<file path="config.mk">
export PLATFORM = sky130hd
export DESIGN_NAME = maquina_maluca
export DESIGN_NICKNAME = d
export VERILOG_FILES = /design/src/rtl/maquina_maluca_pkg.sv /design/src/rtl/maquina_maluca.sv
export SDC_FILE = /design/constraint.sdc
export NUM_CORES = 1
export LEC_CHECK = 0
export CORE_AREA = 2 2 39 41
export CTS_BUF_LIST = sky130_fd_sc_hd__clkbuf_16
export DETAILED_ROUTE_END_ITERATION = 16
export DIE_AREA = 0 0 41 43
export SYNTH_ARGS = -nofsm -noshare
export SYNTH_HDL_FRONTEND = slang
export SYNTH_SLANG_ARGS = --single-unit
</file>
<file path="constraint.sdc">
create_clock -name clk -period 1.18 [get_ports clk]
set_input_delay 0.118 -clock clk [delete_from_list [all_inputs] [get_ports clk]]
set_output_delay 0.118 -clock clk [all_outputs]
set_load 0.05 [all_outputs]
</file>
<file path="src/rtl/maquina_maluca_pkg.sv">
// Shared definitions for the coffee-making sequencer.
// Holds the 4-bit state type and the fixed state codes. Codes are also
// exported on the top-level status port, so the encoding must not change.
package maquina_maluca_pkg;

  localparam int STATE_W = 4;

  typedef enum logic [STATE_W-1:0] {
    INICIO              = 4'd0,
    IDLE                = 4'd1,
    LIGAR_MAQUINA       = 4'd2,
    VERIFICAR_AGUA      = 4'd3,
    ENCHER_RESERVATORIO = 4'd4,
    MOER_CAFE           = 4'd5,
    COLOCAR_NO_FILTRO   = 4'd6,
    PASSAR_AGITADOR     = 4'd7,
    TAMPEAR             = 4'd8,
    REALIZAR_EXTRACAO   = 4'd9
  } state_t;

endpackage

</file>
<file path="src/rtl/maquina_maluca.sv">
// Coffee-making sequencer FSM.
// Waits in IDLE for start, then walks the brew sequence one state per
// clock and returns to IDLE. VERIFICAR_AGUA is visited twice per brew:
// first pass fills the reservoir, second pass moves on to grinding.
// Ports:
//   clk   - system clock, rising edge
//   rst_n - synchronous reset, active HIGH despite the name
//   start - brew request, only looked at while in IDLE
//   state - current state code (registered, straight from the state flop)
module maquina_maluca
  import maquina_maluca_pkg::*;
(
  input  logic               clk,
  input  logic               rst_n,
  input  logic               start,
  output logic [STATE_W-1:0] state
);

  state_t state_q, state_d;
  logic   agua_ok_q, agua_ok_d;

  always_ff @(posedge clk) begin
    if (rst_n) begin
      state_q   <= INICIO;
      agua_ok_q <= 1'b0;
    end else begin
      state_q   <= state_d;
      agua_ok_q <= agua_ok_d;
    end
  end

  always_comb begin
    state_d   = state_q;
    agua_ok_d = agua_ok_q;
    case (state_q)
      INICIO:              state_d = IDLE;
      IDLE:                state_d = start ? LIGAR_MAQUINA : IDLE;
      LIGAR_MAQUINA: begin
        // Every brew starts with the reservoir considered empty, so the
        // first water check always goes through the fill step.
        state_d   = VERIFICAR_AGUA;
        agua_ok_d = 1'b0;
      end
      VERIFICAR_AGUA:      state_d = agua_ok_q ? MOER_CAFE : ENCHER_RESERVATORIO;
      ENCHER_RESERVATORIO: begin
        state_d   = VERIFICAR_AGUA;
        agua_ok_d = 1'b1;
      end
      MOER_CAFE:           state_d = COLOCAR_NO_FILTRO;
      COLOCAR_NO_FILTRO:   state_d = PASSAR_AGITADOR;
      PASSAR_AGITADOR:     state_d = TAMPEAR;
      TAMPEAR:             state_d = REALIZAR_EXTRACAO;
      REALIZAR_EXTRACAO:   state_d = IDLE;
      // Codes 10..15 recover to IDLE; the water flag is left alone.
      default:             state_d = IDLE;
    endcase
  end

  assign state = state_q;

endmodule

</file>
==> impl_metrics.xml <==
<?xml version="1.0" encoding="UTF-8"?>
<metrics>
  <group name="outcome">
    <metric name="status" unit="">finished clean</metric>
  </group>
  <group name="worst_setup_path">
    <metric name="start_kind" unit="">register</metric>
    <metric name="cp_max_fo" unit="">8</metric>
    <metric name="timing.setup.critical_path_class" unit="">register to register</metric>
    <metric name="crit_required" unit="ps">1300</metric>
    <metric name="worst-endpoint-arrival" unit="ps">1250</metric>
    <metric name="worstSetupEndpointType" unit="">register</metric>
  </group>
  <group name="die">
    <metric name="io-pin-count" unit="">7</metric>
    <metric name="fp.dieArea" unit="mm²">0.00176</metric>
    <metric name="chipWidth" unit="µm">41</metric>
    <metric name="chipHeight" unit="µm">43</metric>
    <metric name="fp.coreArea" unit="mm²">0.00138</metric>
    <metric name="fp-row-count" unit="">14</metric>
    <metric name="initial_utilization" unit="%">17.8</metric>
  </group>
  <group name="final_layout">
    <metric name="finish.cell_count_without_fillers" unit="">53</metric>
    <metric name="drive_above_1_share" unit="%">54.1</metric>
    <metric name="fin_util" unit="%">35.3</metric>
    <metric name="antenna-diode-count" unit="">0</metric>
    <metric name="finish.net_count" unit="">41</metric>
    <metric name="synthToLayoutAreaGrowth" unit="%">98.0</metric>
  </group>
  <group name="synth">
    <metric name="yosysUniqueCellTypes" unit="">16</metric>
    <metric name="yosysTopAreaCellShare" unit="%">40.6</metric>
    <metric name="synth_cells" unit="">24</metric>
    <metric name="synthArstFlopShare" unit="%">0</metric>
    <metric name="synth.net_count" unit="">27</metric>
    <metric name="ys_top_cells_by_count" unit="">dfxtp_1 (5), nor2b_1 (3), a2111oi_0 (2), a21oi_1 (2)</metric>
    <metric name="yosys_most_used_dff" unit="">dfxtp_1</metric>
    <metric name="post_synth.cell_area_avg" unit="µm²">10.3</metric>
    <metric name="most_repeated_cell_in_the_gate_level_netlist_after_synthesis" unit="">dfxtp_1</metric>
    <metric name="synthesis.area" unit="µm²">246</metric>
    <metric name="yosys_register_bits" unit="">5</metric>
    <metric name="synth_seq_area_share" unit="%">40.6</metric>
    <metric name="yosys-top-cells-area" unit="">dfxtp_1 (41%), nor2b_1 (7.6%), a2111oi_0 (7.1%)</metric>
    <metric name="leading_area_contributor_after_synthesis" unit="">dfxtp_1</metric>
    <metric name="synth_enable_flop_cells" unit="">0</metric>
    <metric name="yosys_warnings" unit="">0</metric>
  </group>
  <group name="power">
    <metric name="power.density" unit="mW/mm²">2260</metric>
    <metric name="p_leak" unit="nW">0.182</metric>
    <metric name="cell_internal_pwr" unit="mW">0.808</metric>
    <metric name="vdd_drop_max" unit="V">0.000915</metric>
    <metric name="seqPwrFrac" unit="%">21.9</metric>
    <metric name="power.share.clock" unit="%">49.1</metric>
    <metric name="comb_power_share" unit="%">29.0</metric>
    <metric name="total_switching_power" unit="mW">0.295</metric>
    <metric name="sw_frac_of_total" unit="%">26.7</metric>
  </group>
  <group name="sta">
    <metric name="hold_viol" unit="">0</metric>
    <metric name="max_freq" unit="MHz">888</metric>
    <metric name="finClkSkew" unit="ps">1.20</metric>
    <metric name="rsz0062_at_grt" unit="">false</metric>
    <metric name="timing_max_transition_violations_final" unit="">0</metric>
    <metric name="timing_worst_slew_pin_value" unit="ps">334</metric>
    <metric name="setup_viol_count_final" unit="">0</metric>
    <metric name="worst_hold_slack" unit="ps">463</metric>
    <metric name="min_period_over_period" unit="%">95.5</metric>
    <metric name="fin_tns_setup" unit="ps">0</metric>
    <metric name="slew_limit_headroom" unit="%">77.4</metric>
    <metric name="finalWorstSetupSlack" unit="ps">53.6</metric>
    <metric name="period_minus_slack" unit="ps">1130</metric>
  </group>
  <group name="clock_tree">
    <metric name="cts_root_buffer" unit="">clkbuf_16</metric>
    <metric name="numClockSinks" unit="">5</metric>
    <metric name="cts.reportedPaths.clkPinSlew" unit="ps">30</metric>
    <metric name="postCtsHoldBufs" unit="">0</metric>
    <metric name="cts-buffers-inserted" unit="">3</metric>
    <metric name="postCtsSetupRepairBufs" unit="">0</metric>
    <metric name="clk_latency_worst_skew_pair" unit="ps">220</metric>
    <metric name="cts_htree_levels" unit="">1</metric>
    <metric name="cts.repair.resized" unit="">0</metric>
    <metric name="ctsLongestPathBuffers" unit="">2</metric>
    <metric name="cts_tree" unit="">built</metric>
  </group>
  <group name="placed_design">
    <metric name="numPortBuffers" unit="">6</metric>
    <metric name="placed_cells_incl_taps" unit="">49</metric>
    <metric name="finalWeightedCongestion" unit="">0.725</metric>
    <metric name="dp_slack" unit="ps">20.1</metric>
  </group>
  <group name="drt">
    <metric name="antenna_left" unit="">0</metric>
    <metric name="drcViolationCount" unit="">0</metric>
    <metric name="wl" unit="µm">550</metric>
    <metric name="vias_per_cell" unit="">4.47</metric>
    <metric name="wire_per_inst" unit="µm">10.4</metric>
    <metric name="first_pass_iters" unit="">2</metric>
    <metric name="first_iter_violations" unit="">1</metric>
    <metric name="via_count" unit="">237</metric>
  </group>
  <group name="global_route">
    <metric name="grt_pass1_wl" unit="µm">952</metric>
    <metric name="globalRoute.totalOverflow" unit="">0</metric>
    <metric name="groute.usage.overall" unit="%">9.14</metric>
    <metric name="grt_max_degree" unit="">9</metric>
    <metric name="grt_antenna_before_repair" unit="">0</metric>
    <metric name="grt_pass1_vias" unit="">228</metric>
  </group>
  <group name="min_path">
    <metric name="min_path_type" unit="">register to register</metric>
  </group>
  <group name="run">
    <metric name="cap_violations" unit="">0</metric>
  </group>
</metrics>
## cell usage in the layout, fill, tap and decap left out
master and n:
a2111oi_2 1, dfxtp_2 2, nand4b_1 1, a2111oi_0 1
or2_2 1, o32ai_1 1, a2111oi_1 1, a21oi_2 1
xnor2_1 1, a211oi_1 1, nor2b_1 3, or4b_4 1
clkbuf_16 3, a21oi_1 1, inv_1 2, or3b_1 1
buf_4 5, dfxtp_1 1, nor4b_1 1, buf_12 4
clkdlybuf4s50_1 2, dfxtp_4 2
## layer usage
| layer | routed length [µm] | GRT usage (%) | vias up |
|---|---|---|---|
| met5 | 0 | 0 | - |
| met4 | 14 | 12.0 | 0 |
| met3 | 23 | 3.14 | 2 |
| met2 | 261 | 10.0 | 7 |
| met1 | 250 | 11.3 | 109 |
| li1 | - | - | 119 |
## worst max-delay path: stages, from the launching register on
cell       delay, ps
dfxtp_4          370
or3b_1           370
a2111oi_2        280
## metrics by stage
step                cell area (µm²)  power (mW)
floorplan                       268       0.421
global placement                403       0.556
detailed placement              403       0.556
CTS                             482        1.11
global route                    488        1.15
finish                          488        1.10
## cell type report
cell class,instances,area [µm²]
timing repair buffer,11,138
sequential,5,110
tap,16,20.0
multi-input combinational,16,138
clock inverter,1,3.75
inverter,1,3.75
fill,144,896
clock buffer,3,75.1
## path summary, 6_finish.rpt
check / from / to / slack, ps / cells after the start
setup reg to reg: state[2] / agua_ok_q / 50 / 2
setup / recovery: state[2] / agua_ok_q / 50 / 2
hold / removal: state[3] / state[1] / 460 / 1
hold reg to reg: state[3] / state[1] / 460 / 1
## kinds of logic after synthesis
group                  Yosys count  share of synthesized area (%)
AND/OR/NAND/NOR                  8                           24.9
AO/OA/AOI/OAI                    7                           21.8
flip-flops                       5                           40.6
buffers and inverters            3                           9.14
XOR/XNOR                         1                           3.55
## power groups by stage
| stage | registers [mW] | clock network (mW) | logic (mW) |
|---|---|---|---|
| 2_1_floorplan | 0.309 | 0 | 0.111 |
| 3_3_place_gp | 0.243 | 0 | 0.313 |
| 3_5_place_dp | 0.243 | 0 | 0.313 |
| 4_1_cts | 0.241 | 0.553 | 0.314 |
| 5_1_grt | 0.248 | 0.562 | 0.339 |
| 6_report | 0.242 | 0.542 | 0.319 |
## flip-flops by register name, summed over array words and instances (netlist names)
| register | cells |
|---|---|
| agua_ok_q | 1 |
| state | 4 |
(Power assumes the default switching activity.)
